**config.mk**
```make
export PLATFORM = sky130hd
export DESIGN_NAME = cfa_rb_interp_pipe
export DESIGN_NICKNAME = d
export VERILOG_FILES = /design/src/rtl/cfa_rb_interp_pipe.sv
export SDC_FILE = /design/constraint.sdc
export NUM_CORES = 1
export LEC_CHECK = 0
export BUFFER_PORTS_ARGS = -buffer_cell sky130_fd_sc_hd__buf_2
export CORE_UTILIZATION = 58
export CTS_BUF_LIST = sky130_fd_sc_hd__clkbuf_16
export CTS_CLUSTER_DIAMETER = 120
export DETAILED_ROUTE_END_ITERATION = 7
export PLACE_DENSITY = 0.89
export SYNTH_ARGS = -nofsm -noshare
export SYNTH_HDL_FRONTEND = slang
export SYNTH_SLANG_ARGS = --single-unit
export TNS_END_PERCENT = 5
```
**constraint.sdc**
```tcl
create_clock -name clk -period 5.13 [get_ports clk]
set_input_delay 0.513 -clock clk [delete_from_list [all_inputs] [get_ports clk]]
set_output_delay 0.513 -clock clk [all_outputs]
set_load 0.05 [all_outputs]
```
**src/rtl/cfa_rb_interp_pipe.sv**
```systemverilog
// ---------------------------------------------------------------------------
// cfa_rb_interp_pipe
//   Estimates the missing R or B value at a green site of the CFA demosaicer.
//   The horizontal and vertical colour differences (green - R/B) are each
//   weighted by a scaled gradient. The weighted differences are combined
//   according to a per-sample direction mode and subtracted from green. The
//   result is clamped to [0, MAX_VAL].
//
//   Pipeline: S1 multiply, S2 combine, S3 subtract/clamp into the output
//   register. Latency is 3 cycles and throughput is 1 sample/cycle. A single
//   stall term (out_valid && !out_ready) freezes every stage.
//
// Ports
//   clk, rst            clock, synchronous active-high reset
//   in_valid/in_ready   input handshake
//   green               unsigned green at the current site
//   scaled_h/scaled_v   unsigned gradient weights
//   diff_h/diff_v       signed colour differences (PIX_W+2)
//   mode                00 mean, 01 horiz, 10 vert, 11 dominant weight
//   out_valid/out_ready output handshake
//   rb_out, sat_flag    clamped estimate, clamp indicator
//   sat_count, sat_clr  only when CFA_SAT_COUNT_EN is defined: saturating
//                       count of transferred clamped outputs, and its clear
// ---------------------------------------------------------------------------
module cfa_rb_interp_pipe #(
   parameter int PIX_W   = 12,
   parameter int GRAD_W  = 8,
   parameter int FRAC_W  = 0,
   parameter int MAX_VAL = (1 << PIX_W) - 1
) (
   input  logic                       clk,
   input  logic                       rst,
   input  logic                       in_valid,
   output logic                       in_ready,
   input  logic [PIX_W-1:0]           green,
   input  logic [GRAD_W-1:0]          scaled_h,
   input  logic [GRAD_W-1:0]          scaled_v,
   input  logic signed [PIX_W+1:0]    diff_h,
   input  logic signed [PIX_W+1:0]    diff_v,
   input  logic [1:0]                 mode,
   output logic                       out_valid,
   input  logic                       out_ready,
   output logic [PIX_W-1:0]           rb_out,
   output logic                       sat_flag
`ifdef CFA_SAT_COUNT_EN
   ,
   output logic [15:0]                sat_count,
   input  logic                       sat_clr
`endif
);

   localparam int PW     = PIX_W + 2 + GRAD_W;
   localparam int STAGES = 3;
   localparam logic signed [PW+1:0] MAX_D = (PW+2)'(MAX_VAL);

   logic stall, adv;
   logic [STAGES:1] vld_pipe;

   assign stall     = out_valid && !out_ready;
   assign adv       = !stall;
   assign in_ready  = !stall;
   assign out_valid = vld_pipe[STAGES];

   // ---- S1: per-direction weighted difference (index 0 = h, 1 = v) ----
   logic [1:0][GRAD_W-1:0]  wt;
   logic [1:0][PIX_W+1:0]   dif;
   logic [1:0][PW-1:0]      p_nxt;

   assign wt  = {scaled_v, scaled_h};
   assign dif = {diff_v, diff_h};

   for (genvar d = 0; d < 2; d++) begin : g_dir
      logic signed [PW-1:0] w_ext, d_ext, prod;
      // The weight is unsigned, so it is zero-extended before the signed
      // multiply. The product magnitude always fits in PW signed bits.
      assign w_ext = $signed({{(PW-GRAD_W){1'b0}}, wt[d]});
      assign d_ext = $signed({{GRAD_W{dif[d][PIX_W+1]}}, dif[d]});
      assign prod  = (w_ext * d_ext) >>> FRAC_W;
      assign p_nxt[d] = prod;
   end

   logic [1:0][PW-1:0] p1;
   logic [PIX_W-1:0]   green1;
   logic [1:0]         mode1;
   logic               h_gt1, v_gt1;

   // ---- S2: combine according to mode ----
   logic signed [PW:0] ph_x, pv_x, sum, mean, m_nxt;

   assign ph_x = $signed({p1[0][PW-1], p1[0]});
   assign pv_x = $signed({p1[1][PW-1], p1[1]});
   assign sum  = ph_x + pv_x;
   assign mean = sum >>> 1;   // arithmetic shift gives floor, -3 -> -2

   always_comb begin
      m_nxt = mean;
      case (mode1)
         2'b01:   m_nxt = ph_x;
         2'b10:   m_nxt = pv_x;
         2'b11:   m_nxt = h_gt1 ? ph_x : (v_gt1 ? pv_x : mean);
         default: m_nxt = mean;
      endcase
   end

   logic signed [PW:0] m2;
   logic [PIX_W-1:0]   green2;

   // ---- S3: subtract from green and clamp ----
   logic signed [PW+1:0] d_val;
   logic [PIX_W-1:0]     rb_nxt;
   logic                 sat_nxt;

   assign d_val = $signed({{(PW+2-PIX_W){1'b0}}, green2}) - $signed({m2[PW], m2});

   always_comb begin
      rb_nxt  = d_val[PIX_W-1:0];
      sat_nxt = 1'b0;
      if (d_val < 0) begin
         rb_nxt  = '0;
         sat_nxt = 1'b1;
      end else if (d_val > MAX_D) begin
         rb_nxt  = MAX_D[PIX_W-1:0];
         sat_nxt = 1'b1;
      end
   end

   // ---- pipeline registers; every stage holds together on stall ----
   always_ff @(posedge clk) begin
      if (rst) begin
         vld_pipe <= '0;
         p1       <= '0;
         green1   <= '0;
         mode1    <= '0;
         h_gt1    <= 1'b0;
         v_gt1    <= 1'b0;
         m2       <= '0;
         green2   <= '0;
         rb_out   <= '0;
         sat_flag <= 1'b0;
      end else if (adv) begin
         vld_pipe <= {vld_pipe[STAGES-1:1], in_valid};
         p1       <= p_nxt;
         green1   <= green;
         mode1    <= mode;
         h_gt1    <= scaled_h > scaled_v;
         v_gt1    <= scaled_v > scaled_h;
         m2       <= m_nxt;
         green2   <= green1;
         rb_out   <= rb_nxt;
         sat_flag <= sat_nxt;
      end
   end

`ifdef CFA_SAT_COUNT_EN
   // Counts only outputs that actually transfer. A clear wins over an
   // increment in the same cycle.
   always_ff @(posedge clk) begin
      if (rst || sat_clr)
         sat_count <= '0;
      else if (out_valid && out_ready && sat_flag && sat_count != 16'hFFFF)
         sat_count <= sat_count + 16'd1;
   end
`endif

endmodule
```
==> results of run 1 <==
state kept, by name (all words and copies together), names as in the netlist:
register	flops
mode1	2
green2	12
v_gt1	1
vld_pipe	3
h_gt1	1
m2	22
rb_out	12
green1	12
p1	44
sat_flag	1
area by class of cell:
class                      instances  area, um2  area share
timing repair buffer              94      515.5     0.03380
clock inverter                     7      97.59    0.006400
sequential                       110       2202      0.1444
tap                              324      405.4     0.02658
inverter                         304       1141     0.07483
multi-input combinational       1273      10660      0.6992
clock buffer                       9      225.2     0.01477
metal layers:
metal / track usage / up-vias / wire length [um]
met4: 0.08473 / 0 / 820
met3: 0.03527 / 72 / 2353
met2: 0.4797 / 496 / 16420
met1: 0.3764 / 5940 / 14430
met5: 0 / - / 0
li1: - / 5749 / -
cells in the final DEF, fill, tap and decap left out, types with 10 or more instances in the layout:
cell / n
a211oi_1: 14
and2_1: 114
a21oi_1: 131
xnor2_1: 41
buf_2: 76
nand3_1: 28
buf_4: 18
nand2_1: 280
fa_1: 178
a22o_1: 20
xor2_1: 23
o21bai_1: 10
o21ai_0: 38
ha_1: 127
inv_1: 304
nor2_1: 67
a21o_1: 24
a221oi_1: 11
nor3_1: 13
dfxtp_1: 110
a22oi_1: 13
cells by family (layout without fill, tap and decap cells):
family / Yosys count / in the layout / share of synthesized area
AO/OA/AOI/OAI: 347 / 347 / 0.1618
XOR/XNOR: 64 / 64 / 0.03933
adder cells (fa/ha/maj): 305 / 305 / 0.3615
buffers and inverters: 367 / 414 / 0.09788
flip-flops: 110 / 110 / 0.1545
multiplexers: 4 / 4 / 0.004038
AND/OR/NAND/NOR: 553 / 553 / 0.1809
where the power goes:
group | leakage, nW | switching, mW | internal (mW) | total (mW)
clock network | 0.151 | 0.321 | 0.430 | 0.751
registers | 0.912 | 0.306 | 1.11 | 1.42
logic | 6.57 | 3.02 | 2.39 | 5.40
total | 7.64 | 3.64 | 3.93 | 7.57
final timing paths:
check / startpoint / to / slack (ps) / cells past startpoint
setup reg to reg: p1[0] / m2[19] / 1970 / 10
setup / recovery: scaled_h[3] / p1[20] / 360 / 17
hold reg to reg: m2[11] / m2[11] / 450 / 2
hold / removal: mode[1] / mode1[1] / 400 / 3
worst max-delay path: stages:
cell      delay (ps)
buf_2            270
nand2_1          130
fa_1             540
inv_1             50
fa_1             490
fa_1             490
inv_1             50
fa_1             470
inv_1             40
ha_1             310
a211o_1          350
o21bai_1         180
a31oi_1          370
o31ai_1          160
o41ai_1          360
or4_1            170
nand3_1           60
==> impl_metrics.csv, run 1 <==
group,metric,value,unit
run_status,status,"finished, final reports clean",
drt,avgViaCountPerCell,5.779,
layout,drive_above_1_share,0.07290,
synth,ys_top_cells_by_area,"fa_1 (25%), dfxtp_1 (15%), ha_1 (11%)",
synth,synthTopCellsByCount,"inv_1 (304), nand2_1 (280), fa_1 (178), a21oi_1 (131), ha_1 (127)",
grt,grt_antenna_before_repair,0,
synth,syn_inst,1750,
synth,yosysSeqAreaShare,0.1545,
layout,fin_cells,2121,
die,die_width,158.8,um
clocking,cts_tree,"done",
critical_path,crit_required,5370,ps
layout,antennaDiodeCount,0,
place,portBuffers,76,
grt,grt_use_total,0.2827,
die,rows,57,
sta,maxSlewViolCount,0,
sta,setup_tns,0,ps
place,placed_cell_area,14930,um2
drt,antenna_left,0,
grt,overflow,0,
die,initial_utilization,0.5895,
clocking,worstSkewPairLatency,350,ps
synth,synth_top_area_frac,0.2500,
synth,synth_seq_cells,110,
die,core_area,24180,um2
critical_path,endpoint_kind,"flip-flop",
sta,fin_crit,4771,ps
place,dp_slack,18.77,ps
drt,wire_per_inst,16.04,um
drt,drc,0,
die,dieArea,25200,um2
synth,synth.cell_area,14250,um2
synth,yosysMostFrequentCell,"inv_1",
clocking,clock-sinks,110,
layout,nets,2159,
synth,synth_largest_area_cell,"fa_1",
place,finalWeightedCongestion,0.9696,
clocking,clockRootBuffer,"clkbuf_16",
clocking,post_cts_buffers,0,
critical_path,cp-start-kind,"input port",
sta,max_freq,0.2096,GHz
layout,area_growth,6.997,%
synth,syn-num-nets,2117,
sta,fin_crit_sh,0.9301,
synth,ys.flop_type,"dfxtp_1",
layout,utilization,0.6308,
layout,fin_area,15250,um2
synth,ys_warn_count,0,
sta,rsz0062_at_grt,"false",
clocking,post_cts_resized,0,
min_path,hold_path_class,"in2reg",
grt,grt_pass1_vias,12440,
sta,tightest_slew,1163,ps
critical_path,arrival,5010,ps
clocking,cts_inserted_buffers,9,
sta,holdWs,398.5,ps
sta,finalHoldViolations,0,
critical_path,crit_type,"in2reg",
sta,fin_worst_skew,12.39,ps
critical_path,path_max_fanout,15,
clocking,clkTransAtPathRegs,80,ps
sta,slew_headroom,0.2185,
power,p_per_area,496.7,nW/um2
die,pin_count,77,
flow_run,drv_cap,0,
grt,grt_first_pass_wirelength,59160,um
layout,nFillCells,1947,
synth,synthArstFlopShare,0,
synth,synth.distinct_cells,71,
power,ir_drop,0.0002647,V
grt,grt_max_degree,78,
sta,setup_slack,358.6,ps
clocking,htreeDepth,3,
power,finalPower,7.575,mW
synth,syn_area_per_cell,8.144,um2
place,dp_cells,2105,
drt,vias,12260,
die,die_h,158.8,um
sta,setup_viol,0,
clocking,cts_max_path_buffers,2,
drt,dr.pass1.iters,6,
power,p_leak,7.636,nW
drt,routed_wl,34030,um
clocking,hold_buffers,0,
place,dpl.hpwl,27050,um
synth,synth_edf_count,0,
drt,drtIter0Drc,1060,
No activity file was read; power rests on OpenSTA's default activity.
==> run 2, diff against run 1 <==
--- a/config.mk
+++ b/config.mk
@@ -5,6 +5,7 @@
 export SDC_FILE = /design/constraint.sdc
 export NUM_CORES = 1
 export LEC_CHECK = 0
+export ABC_AREA = 1
 export BUFFER_PORTS_ARGS = -buffer_cell sky130_fd_sc_hd__buf_2
 export CORE_UTILIZATION = 58
 export CTS_BUF_LIST = sky130_fd_sc_hd__clkbuf_16
==> run 2 against run 1 <==
Design area rose by 9.1%. Register-to-register slack improved by 350 ps. Total power rose by 7.4%. Flip-flop and latch count did not move. Via count rose by 17%. Combinational power rose by 13%. Clock-buffer cell count did not move. Setup slack improved by 81 ps. Sequential power fell by 7%. Hold slack improved by 5.6 ps.
==> impl_metrics.csv, run 2 <==
group,metric,value,unit
critical_path,crit_required,5390,ps
layout,mostFrequentLayoutCell,"inv_1",
layout,fin_area,16640,um2
clocking,cts_max_path_buffers,2,
critical_path,reg2reg_depth,17,
drt,dr.pass1.iters,6,
sta,fin_crit,4691,ps
power,p_leak,9.604,nW
drt,drc,0,
synth,synth.cell_area,15780,um2
synth,syn_inst,2306,
place,portBuffers,76,
clocking,worstSkewPairLatency,360,ps
critical_path,setup.reg_to_reg.worst_slack,2320,ps
power,p_per_area,488.6,nW/um2
layout,top_regs,"p1: 44 flops, m2: 22 flops",
sta,tightest_slew,1075,ps
min_path,min_to,"green1[10]",
grt,grt_max_degree,76,
synth,synthArstFlopShare,0,
sta,fin_worst_skew,11.95,ps
drt,drtIter0Drc,1288,
die,core_area,26800,um2
synth,yosysMostFrequentCell,"inv_1",
synth,synth_top_area_frac,0.2258,
die,die_width,167.0,um
grt,overflow,0,
min_path,hp-start,"green[10]",
grt,grt_pass1_vias,14360,
layout,nFillCells,2351,
die,pin_count,77,
synth,synthTopCellsByCount,"inv_1 (562), nand2_1 (541), fa_1 (178), nor2_1 (146), ha_1 (127)",
critical_path,endpoint_kind,"flip-flop",
sta,holdWs,404.1,ps
critical_path,cpMaxStageDelayCell,"fa_1",
critical_path,path_max_fanout,8,
power,finalPower,8.132,mW
clocking,clock-sinks,110,
critical_path,crit_type,"in2reg",
drt,antenna_left,0,
sta,setup_slack,439.2,ps
sta,fin_crit_sh,0.9144,
critical_path,r2r-start,"green2[0]",
die,dieArea,27880,um2
sta,max_freq,0.2132,GHz
layout,register_area,2202,um2
grt,grt_use_total,0.3043,
synth,synth.distinct_cells,53,
synth,synth_seq_cells,110,
layout,antennaDiodeCount,0,
drt,vias,14390,
drt,routed_wl,40910,um
place,dp_slack,105.6,ps
sta,finalHoldViolations,0,
layout,largest_reg_flops,44,
synth,synth_largest_area_cell,"fa_1",
critical_path,arrival,4950,ps
min_path,worstHoldPathCells,3,
die,die_h,167.0,um
synth,syn-num-nets,2673,
place,finalWeightedCongestion,0.9778,
min_path,hold_path_class,"in2reg",
synth,synth_edf_count,0,
sta,setup_tns,0,ps
synth,ys.flop_type,"dfxtp_1",
synth,syn_area_per_cell,6.844,um2
layout,area_growth,5.454,%
synth,ys_warn_count,0,
grt,grt_antenna_before_repair,0,
layout,drive_above_1_share,0.07666,
clocking,clockRootBuffer,"clkbuf_16",
power,ir_drop,0.0002423,V
clocking,post_cts_resized,0,
clocking,cts_inserted_buffers,9,
layout,multi_input_area,11070,um2
sta,maxSlewViolCount,0,
sta,setup_viol,0,
clocking,cts_tree,"done",
clocking,post_cts_buffers,0,
layout,nets,2684,
drt,avgViaCountPerCell,5.404,
critical_path,cp_cell_sequence,"buf_2 > buf_4 > nand2_1 > fa_1 > inv_1 > fa_1 > inv_1 > fa_1 > fa_1 > inv_1 > ha_1 > a21oi_1 > nand2_1 > a21boi_0 > o21ai_0 > a31oi_1 > o21ai_0 > nand2_1 > nand2_1 > o21bai_1 > inv_1",
grt,grt_first_pass_wirelength,69130,um
clocking,clkTransAtPathRegs,80,ps
layout,final_cell_mix,"inv_1 (563), nand2_1 (541), fa_1 (178), nor2_1 (145), ha_1 (127)",
flow_run,drv_cap,0,
sta,rsz0062_at_grt,"false",
die,initial_utilization,0.5889,
drt,wire_per_inst,15.36,um
die,rows,60,
critical_path,r2r_end,"rb_out[1]",
run_status,status,"finished, final reports clean",
synth,ys_top_cells_by_area,"fa_1 (23%), dfxtp_1 (14%), inv_1 (13%)",
place,dpl.hpwl,33410,um
clocking,htreeDepth,3,
place,placed_cell_area,16340,um2
layout,regMostFlops,"p1",
critical_path,max_stage_delay,540,ps
critical_path,cp-start-kind,"input port",
clocking,hold_buffers,0,
synth,yosysSeqAreaShare,0.1395,
sta,slew_headroom,0.2823,
run 2: cell types whose count changed after synthesis, moves of 13 or more:
cell	delta
nand2_2	+32
nand3_1	+33
o21ai_0	+85
nand2_1	+261
a22o_1	-20
and2_1	-111
a21oi_1	-20
nor2_1	+79
a22oi_1	-13
o211ai_1	+18
inv_1	+258
clkbuf_1	+15
a21o_1	-18
run 2: worst max-delay path by stage:
stage | start | to | slack [ps]
2_1_floorplan | diff_h[13] | p1[21] | 360
3_3_place_gp | scaled_h[0] | p1[16] | 170
3_5_place_dp | scaled_h[0] | p1[16] | 110
4_1_cts | scaled_h[0] | p1[21] | 470
5_1_grt | scaled_h[0] | p1[21] | 110
6_report | scaled_v[0] | p1[38] | 440
run 2: cell type report:
type / count / share of cell area
inverters: 573 / 0.1292
well taps: 341 / 0.02564
multi-input cells: 1533 / 0.6652
repair buffers: 90 / 0.02917
flip-flops and latches: 110 / 0.1323
clock buffers: 9 / 0.01353
clock inverters: 7 / 0.004962
run 2: stage by stage:
| stage | std cells | utilization |
|---|---|---|
| after floorplan | 2306 | - |
| after global placement | 2647 | 0.6095 |
| after detailed placement | 2647 | 0.6095 |
| after CTS | 2663 | 0.6210 |
| after global routing | 2663 | 0.6210 |
| final | 2663 | 0.6210 |
run 2: critical path, delay by kind of cell:
family          cells  cell delay, ps
buf+inv             6             560
fa+ha+maj           5            2360
compound gates      6            1230
simple gates        4             280
run 2: power by group:
group | leakage, nW | internal (mW) | switching [mW]
clock network | 0.154 | 0.387 | 0.345
registers | 0.912 | 1.09 | 0.235
logic | 8.54 | 2.25 | 3.83
run 2: metal layers:
metal	track usage	wire, um
met5	0	0
met1	0.4141	18110
met4	0.09018	1059
met2	0.4997	18780
met3	0.04634	2954
run 2: cells by family (layout without fill, tap and decap cells):
kind of cell	count (synthesis)	after routing	share of synthesized area
compound gates	339	339	0.1262
xor+xnor	54	54	0.02997
simple gates	835	835	0.2183
flops	110	110	0.1395
buf+inv	663	679	0.1595
fa+ha+maj	305	305	0.3265
